### src/rtl/bist_session_scheduler_pkg.sv
// Shared constants for the BIST session scheduler: default widths, test indices, FSM encoding.
package bist_session_scheduler_pkg;

    localparam int unsigned DEF_ADDR_W    = 8;
    localparam int unsigned DEF_NUM_TESTS = 4;
    localparam int unsigned DEF_TMO_W     = 12;
    localparam int unsigned DEF_FCNT_W    = 8;
    localparam int unsigned DEF_SEL_W     = 2;

    localparam logic [DEF_SEL_W-1:0] TEST_BL = 2'd0;
    localparam logic [DEF_SEL_W-1:0] TEST_CH = 2'd1;
    localparam logic [DEF_SEL_W-1:0] TEST_MC = 2'd2;
    localparam logic [DEF_SEL_W-1:0] TEST_MA = 2'd3;

    typedef enum logic [2:0] {
        ST_IDLE   = 3'd0,
        ST_PICK   = 3'd1,
        ST_BRST   = 3'd2,
        ST_SETTLE = 3'd3,
        ST_RUN    = 3'd4,
        ST_DONE   = 3'd5
    } state_e;

endpackage

### src/rtl/bist_session_scheduler_if.sv
// Link between the session scheduler (master) and the SRAM BIST engine (slave).
interface bist_session_scheduler_if
    import bist_session_scheduler_pkg::*;
#(
    parameter int unsigned AW = DEF_ADDR_W,
    parameter int unsigned SW = DEF_SEL_W
) ();

    logic          bist_rst;
    logic          bist_start;
    logic [SW-1:0] bist_test_sel;
    logic          bist_fail;
    logic          bist_test_done;
    logic [AW-1:0] bist_fail_addr;

    modport master (
        output bist_rst, bist_start, bist_test_sel,
        input  bist_fail, bist_test_done, bist_fail_addr
    );

    modport slave (
        input  bist_rst, bist_start, bist_test_sel,
        output bist_fail, bist_test_done, bist_fail_addr
    );

endinterface

### src/rtl/bist_result_log.sv
// Per-session result log: pass/fail vectors, first failing address per test, fail count, timeout.
module bist_result_log
    import bist_session_scheduler_pkg::*;
#(
    parameter int unsigned ADDR_W    = DEF_ADDR_W,
    parameter int unsigned NUM_TESTS = DEF_NUM_TESTS,
    parameter int unsigned FCNT_W    = DEF_FCNT_W,
    parameter int unsigned SEL_W     = DEF_SEL_W
) (
    input  logic                          clk,
    input  logic                          rst_n,
    input  logic                          clear_i,
    input  logic                          valid_i,
    input  logic [SEL_W-1:0]              cur_i,
    input  logic                          fail_i,
    input  logic [ADDR_W-1:0]             fail_addr_i,
    input  logic                          done_i,
    input  logic                          expire_i,
    output logic [NUM_TESTS-1:0]          pass_vec,
    output logic [NUM_TESTS-1:0]          fail_vec,
    output logic [NUM_TESTS*ADDR_W-1:0]   first_fail_addr,
    output logic [FCNT_W-1:0]             fail_count,
    output logic                          timeout
);

    logic [NUM_TESTS-1:0]        pass_q, pass_d;
    logic [NUM_TESTS-1:0]        fail_q, fail_d;
    logic [NUM_TESTS*ADDR_W-1:0] ffa_q, ffa_d;
    logic [FCNT_W-1:0]           cnt_q, cnt_d;
    logic                        tmo_q, tmo_d;

    // Same-cycle fail is folded in before the pass verdict; test_done beats watchdog expiry.
    always_comb begin
        pass_d = pass_q;
        fail_d = fail_q;
        ffa_d  = ffa_q;
        cnt_d  = cnt_q;
        tmo_d  = tmo_q;
        if (clear_i) begin
            pass_d = '0;
            fail_d = '0;
            ffa_d  = '0;
            cnt_d  = '0;
            tmo_d  = 1'b0;
        end else if (valid_i) begin
            if (fail_i) begin
                if (cnt_q != '1) cnt_d = cnt_q + FCNT_W'(1);
                if (!fail_q[cur_i]) begin
                    fail_d[cur_i]                    = 1'b1;
                    ffa_d[cur_i*ADDR_W +: ADDR_W]    = fail_addr_i;
                end
            end
            if (done_i) begin
                pass_d[cur_i] = ~fail_d[cur_i];
            end else if (expire_i) begin
                fail_d[cur_i] = 1'b1;
                tmo_d         = 1'b1;
            end
        end
    end

    always_ff @(posedge clk) begin
        if (!rst_n) begin
            pass_q <= '0;
            fail_q <= '0;
            ffa_q  <= '0;
            cnt_q  <= '0;
            tmo_q  <= 1'b0;
        end else begin
            pass_q <= pass_d;
            fail_q <= fail_d;
            ffa_q  <= ffa_d;
            cnt_q  <= cnt_d;
            tmo_q  <= tmo_d;
        end
    end

    assign pass_vec        = pass_q;
    assign fail_vec        = fail_q;
    assign first_fail_addr = ffa_q;
    assign fail_count      = cnt_q;
    assign timeout         = tmo_q;

endmodule

### src/rtl/bist_session_scheduler.sv
// Runs every enabled BIST algorithm in turn for one session request, with a per-test watchdog.
module bist_session_scheduler
    import bist_session_scheduler_pkg::*;
#(
    parameter int unsigned ADDR_W    = DEF_ADDR_W,
    parameter int unsigned NUM_TESTS = DEF_NUM_TESTS,
    parameter int unsigned TMO_W     = DEF_TMO_W,
    parameter int unsigned FCNT_W    = DEF_FCNT_W
) (
    input  logic                        clk,
    input  logic                        rst_n,
    input  logic                        go,
    input  logic                        abort,
    input  logic [NUM_TESTS-1:0]        test_mask,
    output logic                        busy,
    output logic                        done,
    bist_session_scheduler_if.master    bist,
    output logic [NUM_TESTS-1:0]        pass_vec,
    output logic [NUM_TESTS-1:0]        fail_vec,
    output logic [NUM_TESTS*ADDR_W-1:0] first_fail_addr,
    output logic [FCNT_W-1:0]           fail_count,
    output logic                        timeout
);

    localparam int unsigned      SEL_W     = $clog2(NUM_TESTS);
    localparam logic [TMO_W-1:0] WDOG_LAST = ~TMO_W'(1);

    state_e               state_q, state_d;
    logic [NUM_TESTS-1:0] pending_q, pending_d;
    logic [SEL_W-1:0]     cur_q, cur_d;
    logic [TMO_W-1:0]     wdog_q, wdog_d;
    logic                 busy_q, busy_d;
    logic                 done_q, done_d;
    logic                 brst_q, brst_d;
    logic                 start_q, start_d;
    logic [SEL_W-1:0]     sel_q, sel_d;

    logic                 go_ok_c;
    logic                 in_busy_c;
    logic                 log_valid_c;
    logic                 expire_c;
    logic [SEL_W-1:0]     low_c;

    assign go_ok_c     = (state_q == ST_IDLE) && go && !abort;
    assign in_busy_c   = state_q inside {ST_PICK, ST_BRST, ST_SETTLE, ST_RUN};
    assign log_valid_c = (state_q == ST_RUN) && !abort;
    assign expire_c    = (wdog_q == WDOG_LAST);

    // Lowest pending test index.
    always_comb begin
        low_c = '0;
        for (int i = int'(NUM_TESTS) - 1; i >= 0; i--) begin
            if (pending_q[i]) low_c = SEL_W'(i);
        end
    end

    always_ff @(posedge clk) begin
        if (!rst_n) begin
            state_q   <= ST_IDLE;
            pending_q <= '0;
            cur_q     <= '0;
            wdog_q    <= '0;
            busy_q    <= 1'b0;
            done_q    <= 1'b0;
            brst_q    <= 1'b1;
            start_q   <= 1'b0;
            sel_q     <= '0;
        end else begin
            state_q   <= state_d;
            pending_q <= pending_d;
            cur_q     <= cur_d;
            wdog_q    <= wdog_d;
            busy_q    <= busy_d;
            done_q    <= done_d;
            brst_q    <= brst_d;
            start_q   <= start_d;
            sel_q     <= sel_d;
        end
    end

    always_comb begin
        state_d = state_q;
        if (abort && in_busy_c) begin
            state_d = ST_IDLE;
        end else begin
            unique case (state_q)
                ST_IDLE:   if (go_ok_c) state_d = ST_PICK;
                ST_PICK:   state_d = (pending_q == '0) ? ST_DONE : ST_BRST;
                ST_BRST:   state_d = ST_SETTLE;
                ST_SETTLE: state_d = ST_RUN;
                ST_RUN:    if (bist.bist_test_done || expire_c) state_d = ST_PICK;
                ST_DONE:   state_d = ST_IDLE;
                default:   state_d = ST_IDLE;
            endcase
        end
    end

    // Pending mask, current test and watchdog.
    always_comb begin
        pending_d = pending_q;
        cur_d     = cur_q;
        wdog_d    = wdog_q;
        if (go_ok_c) pending_d = test_mask;
        if (state_q == ST_PICK && pending_q != '0) begin
            cur_d     = low_c;
            pending_d = pending_q & ~(NUM_TESTS'(1) << low_c);
        end
        if (state_q == ST_SETTLE)   wdog_d = '0;
        else if (state_q == ST_RUN) wdog_d = wdog_q + TMO_W'(1);
    end

    // Outputs are decoded from the next state so the registered copies track state_q.
    always_comb begin
        busy_d  = state_d inside {ST_PICK, ST_BRST, ST_SETTLE, ST_RUN};
        done_d  = (state_d == ST_DONE);
        brst_d  = state_d inside {ST_IDLE, ST_PICK, ST_BRST, ST_DONE};
        start_d = (state_d == ST_RUN);
        sel_d   = sel_q;
        if (state_d == ST_BRST)      sel_d = cur_d;
        else if (state_d == ST_IDLE) sel_d = '0;
    end

    assign busy               = busy_q;
    assign done               = done_q;
    assign bist.bist_rst      = brst_q;
    assign bist.bist_start    = start_q;
    assign bist.bist_test_sel = sel_q;

    bist_result_log #(
        .ADDR_W    (ADDR_W),
        .NUM_TESTS (NUM_TESTS),
        .FCNT_W    (FCNT_W),
        .SEL_W     (SEL_W)
    ) u_log (
        .clk             (clk),
        .rst_n           (rst_n),
        .clear_i         (go_ok_c),
        .valid_i         (log_valid_c),
        .cur_i           (cur_q),
        .fail_i          (bist.bist_fail),
        .fail_addr_i     (bist.bist_fail_addr),
        .done_i          (bist.bist_test_done),
        .expire_i        (expire_c),
        .pass_vec        (pass_vec),
        .fail_vec        (fail_vec),
        .first_fail_addr (first_fail_addr),
        .fail_count      (fail_count),
        .timeout         (timeout)
    );

endmodule

### src/flat_wrapper.sv
// flat-port wrapper written by rule: the top's interface ports become plain ports
module bist_session_scheduler_flat import bist_session_scheduler_pkg::*;
#(
    parameter int unsigned ADDR_W    = DEF_ADDR_W,
    parameter int unsigned NUM_TESTS = DEF_NUM_TESTS,
    parameter int unsigned TMO_W     = DEF_TMO_W,
    parameter int unsigned FCNT_W    = DEF_FCNT_W
)
  (clk, rst_n, go, abort, test_mask, busy, done, pass_vec, fail_vec, first_fail_addr, fail_count, timeout, bist_bist_rst, bist_bist_start, bist_bist_test_sel, bist_bist_fail, bist_bist_test_done, bist_bist_fail_addr);
  bist_session_scheduler_if #(.AW(8), .SW(2)) bist_i ();
  input  logic clk;
  input  logic rst_n;
  input  logic go;
  input  logic abort;
  input  logic [NUM_TESTS-1:0] test_mask;
  output logic busy;
  output logic done;
  output logic [NUM_TESTS-1:0] pass_vec;
  output logic [NUM_TESTS-1:0] fail_vec;
  output logic [NUM_TESTS*ADDR_W-1:0] first_fail_addr;
  output logic [FCNT_W-1:0] fail_count;
  output logic timeout;
  output wire logic [$bits(bist_i.bist_rst)-1:0] bist_bist_rst;
  output wire logic [$bits(bist_i.bist_start)-1:0] bist_bist_start;
  output wire logic [$bits(bist_i.bist_test_sel)-1:0] bist_bist_test_sel;
  input wire logic [$bits(bist_i.bist_fail)-1:0] bist_bist_fail;
  input wire logic [$bits(bist_i.bist_test_done)-1:0] bist_bist_test_done;
  input wire logic [$bits(bist_i.bist_fail_addr)-1:0] bist_bist_fail_addr;
  assign bist_bist_rst = bist_i.bist_rst;
  assign bist_bist_start = bist_i.bist_start;
  assign bist_bist_test_sel = bist_i.bist_test_sel;
  assign bist_i.bist_fail = bist_bist_fail;
  assign bist_i.bist_test_done = bist_bist_test_done;
  assign bist_i.bist_fail_addr = bist_bist_fail_addr;
  bist_session_scheduler #(.ADDR_W(ADDR_W), .NUM_TESTS(NUM_TESTS), .TMO_W(TMO_W), .FCNT_W(FCNT_W)) u_core (.clk(clk), .rst_n(rst_n), .go(go), .abort(abort), .test_mask(test_mask), .busy(busy), .done(done), .bist(bist_i), .pass_vec(pass_vec), .fail_vec(fail_vec), .first_fail_addr(first_fail_addr), .fail_count(fail_count), .timeout(timeout));
endmodule
### config.mk
export PLATFORM = sky130hd
export DESIGN_NAME = bist_session_scheduler_flat
export DESIGN_NICKNAME = d
export VERILOG_FILES = /design/src/rtl/bist_session_scheduler_pkg.sv /design/src/rtl/bist_session_scheduler_if.sv /design/src/rtl/bist_result_log.sv /design/src/rtl/bist_session_scheduler.sv /design/src/flat_wrapper.sv
export SDC_FILE = /design/constraint.sdc
export NUM_CORES = 1
export LEC_CHECK = 0
export ABC_AREA = 1
export CAP_MARGIN = 10
export CORE_ASPECT_RATIO = 2
export CORE_UTILIZATION = 45
export CTS_CLUSTER_DIAMETER = 100
export CTS_CLUSTER_SIZE = 40
export DETAILED_ROUTE_END_ITERATION = 10
export PLACE_DENSITY = 0.78
export SLEW_MARGIN = 10
export SYNTH_ARGS = -nofsm -noshare
export SYNTH_HDL_FRONTEND = slang
export SYNTH_HIERARCHICAL = 1
export SYNTH_SLANG_ARGS = --single-unit
### constraint.sdc
create_clock -name clk -period 1.9 [get_ports clk]
set_input_delay 0.57 -clock clk [delete_from_list [all_inputs] [get_ports clk]]
set_output_delay 0.57 -clock clk [all_outputs]
set_load 0.01 [all_outputs]
==> results.cfg <==
[detailed_routing]
via_per_inst = 5.18
drt_pass1_iterations = 5
wl_per_cell_um = 13.7
route.detailed.drc = 0
drtIter0Drc = 252
num_vias = 3597
final_antenna_net_count = 0
routed_wirelength_um = 9500

[min_path]
holdPathEnd = u_core/wdog_q[9]
hp-start = u_core/wdog_q[9]
whs_path_depth = 2
hold_path.class = reg -> reg

[setup_path]
end_kind = primary output
critPathTopFamily = buffers and inverters
r2r-end = u_core/u_log/first_fail_addr[20]
worst-r2r-cell-count = 8
critPathKind = reg -> out
startpoint_type = flip-flop
r2r_start = u_core/cur_q[0]
worstPathMaxFanout = 5
slowest_stage = clkdlybuf4s50_1
worst-path-buf-inv = 1
arrival_ns = 1.28
cp_slowest_stage_delay_ns = 0.56
required_ns = 1.33
crit_path_cell_trace = clkdlybuf4s50_1
reg2reg_slack_ns = 0.25

[cts]
cts_sinks = 76
max-clock-path-buffers = 2
cts_root_buf = clkbuf_16
cts_tree = yes
numCtsBuffers = 9
cts_setup_buffers = 0
cts_htree_levels = 3
clkTransAtPathRegs_ns = 0.06
cts_hold_buf = 0
clkLatencyLatePin_ns = 0.34

[layout]
layout_commonest_cell = nand2_1
nNetsFinal = 623
fin_util_pct = 62.9
area_delta_synth_final_pct = 34.4
final-seq-area_um2 = 1520
antenna_cells = 0
multi_input_area_um2 = 1890
fillerInstances = 701
drive_gt1_share_pct = 13.2
final_cell_mix = 109 x nand2_1, 74 x dfxtp_1, 66 x clkdlybuf4s50_1
layout.cells.non_filler = 695

[logic_synthesis]
seq_area_frac_synth_pct = 40.9
synth_nets = 532
synth.avg_cell_area_um2 = 7.39
synthesis.area_um2 = 3720
async_reset_ff_share_pct = 0
synth-edff-count = 0
ys_types = 37
synthFlopType = dfxtp_1
ys_ff_latch = 76
synth_warnings = 6
syn_inst = 503

[place]
routabilityCongestion = 0.921
dpl.hpwl_um = 7230
portBuffers = 72
dp_cells = 679
post-place-ws_ns = -0.300

[die]
start_util_pct = 46.8
die_h_um = 131
rows = 46
dieArea_um2 = 8650
die_w_um = 66.3
io_pins = 73
core_area_um2 = 7940

[sta]
finalSetupViolCount = 0
slew_viol_final = 0
max_freq_ghz = 0.539
hold_violations = 0
min_period_over_period_pct = 97.6
rsz0062_at_grt = false
layout_min_cycle_time_ns = 1.85
fin_worst_skew_ns = 0.00391
setup_ws_ns = 0.0460
relSlewSlack_pct = 70.6
tightest_slew_ns = 0.430

[power_and_ir_drop]
p_leak_nw = 1.99
pwr-share-clk_pct = 44.4
switchingPower_mw = 1.09
swShare_pct = 26.4
pwr-share-seq_pct = 40.9
p_per_area_nw_per_um2 = 824
cell_internal_pwr_mw = 3.03
ir_worst_vdd_v = 0.000786
combPwrFrac_pct = 14.7

[global_routing]
grt_usage_pct = 23.7
antenna_found_initial = 0
grt_pass1_wl_um = 15200
grt_max_degree = 23
grt-ovfl-total = 0
grt_pass1_vias = 3536

[run]
drv_cap = 0

[outcome]
status = finished clean
-- Yosys cell counts, types with 2 or more instances --
master,count,area (µm²)
a21oi_1,62,310
and3_1,2,12.5
buf_1,2,7.51
buf_6,3,33.8
clkbuf_1,8,30.0
dfxtp_1,76,1520
ha_1,11,138
inv_1,57,214
nand2_1,109,409
nand2_2,6,37.5
nand2_4,7,78.8
nand3_1,41,205
nand3_2,7,70.1
nand4_1,18,113
nor2_1,43,161
nor2_2,6,37.5
nor2_4,4,45.0
nor3_1,2,10.0
nor3_2,2,20.0
o21ai_0,17,85.1
xnor2_1,2,17.5
xor2_1,3,26.3
-- how the worst max path moves through the flow --
stage	start	slack (ns)	depth (start not counted)	endpoint
floorplan	u_core/cur_q[0]	0.15	5	u_core/u_log/first_fail_addr[0]
finish	u_core/u_log/fail_count[3]	0.05	1	fail_count[3]
global placement	abort	-0.23	9	u_core/u_log/fail_count[1]
detailed placement	abort	-0.30	8	u_core/u_log/first_fail_addr[20]
CTS	u_core/u_log/fail_count[7]	0.003	1	fail_count[7]
global route	u_core/u_log/fail_vec[3]	0.002	1	fail_vec[3]
-- state kept, by name, summed over array words and instances (netlist names), 2 cells and up --
signal / flops
u_core/bist.bist_test_sel: 2
u_core/u_log/first_fail_addr: 32
u_core/pending_q: 4
u_core/state_q: 3
u_core/wdog_q: 12
u_core/u_log/fail_vec: 4
u_core/u_log/pass_vec: 4
u_core/cur_q: 2
u_core/u_log/fail_count: 8
-- layout make-up --
| cell class | count | share of cell area (%) |
|---|---|---|
| Multi-Input combinational cell | 353 | 37.9 |
| Sequential cell | 76 | 30.5 |
| Timing Repair Buffer | 94 | 18.1 |
| Inverter | 60 | 4.53 |
| Clock buffer | 9 | 4.51 |
| Tap cell | 96 | 2.40 |
| Clock inverter | 7 | 2.00 |
-- power by group through the flow --
stage / combinational [mW] / sequential (mW) / clock (mW)
global placement: 0.588 / 1.71 / 0
floorplan: 0.374 / 1.72 / 0
CTS: 0.606 / 1.68 / 1.88
global route: 0.662 / 1.69 / 1.94
finish: 0.606 / 1.68 / 1.83
detailed placement: 0.599 / 1.72 / 0
-- logic make-up (layout without fill, tap and decap cells) --
| family | Yosys count | in the layout | share of synthesized area, % |
|---|---|---|---|
| XOR/XNOR | 5 | 5 | 1.18 |
| AND/OR/NAND/NOR | 251 | 251 | 33.7 |
| AO/OA/AOI/OAI | 86 | 86 | 12.3 |
| buffers and inverters | 74 | 170 | 8.15 |
| flip-flops | 76 | 76 | 40.9 |
| adder cells (fa/ha/maj) | 11 | 11 | 3.70 |
-- metal layers --
metal	share of wire, %	track usage (%)	vias to the layer above	wire [µm]
met5	0	0	-	0
met4	5.5	18.4	0	521
met3	4.0	5.99	35	378
met2	56	43.9	106	5320
met1	35	20.8	1635	3280
li1	-	-	1821	-
-- per-stage QoR --
step	instance area [µm²]	hold WS [ns]	power, mW	setup TNS, ns
after floorplan	3720	0.421	2.10	0
after global placement	4660	0.429	2.30	-11.20
final	5000	0.450	4.12	0
after detailed placement	4660	0.442	2.32	-12.68
after global routing	5000	0.467	4.28	0
after CTS	4980	0.452	4.16	0
-- repair_timing --
item                                    4_1_cts  5_1_grt
gates resized for setup                       3        6
endpoints found under the setup margin        3       46
hold endpoints to repair                      0        0
No activity file was read; power rests on OpenSTA's default activity.
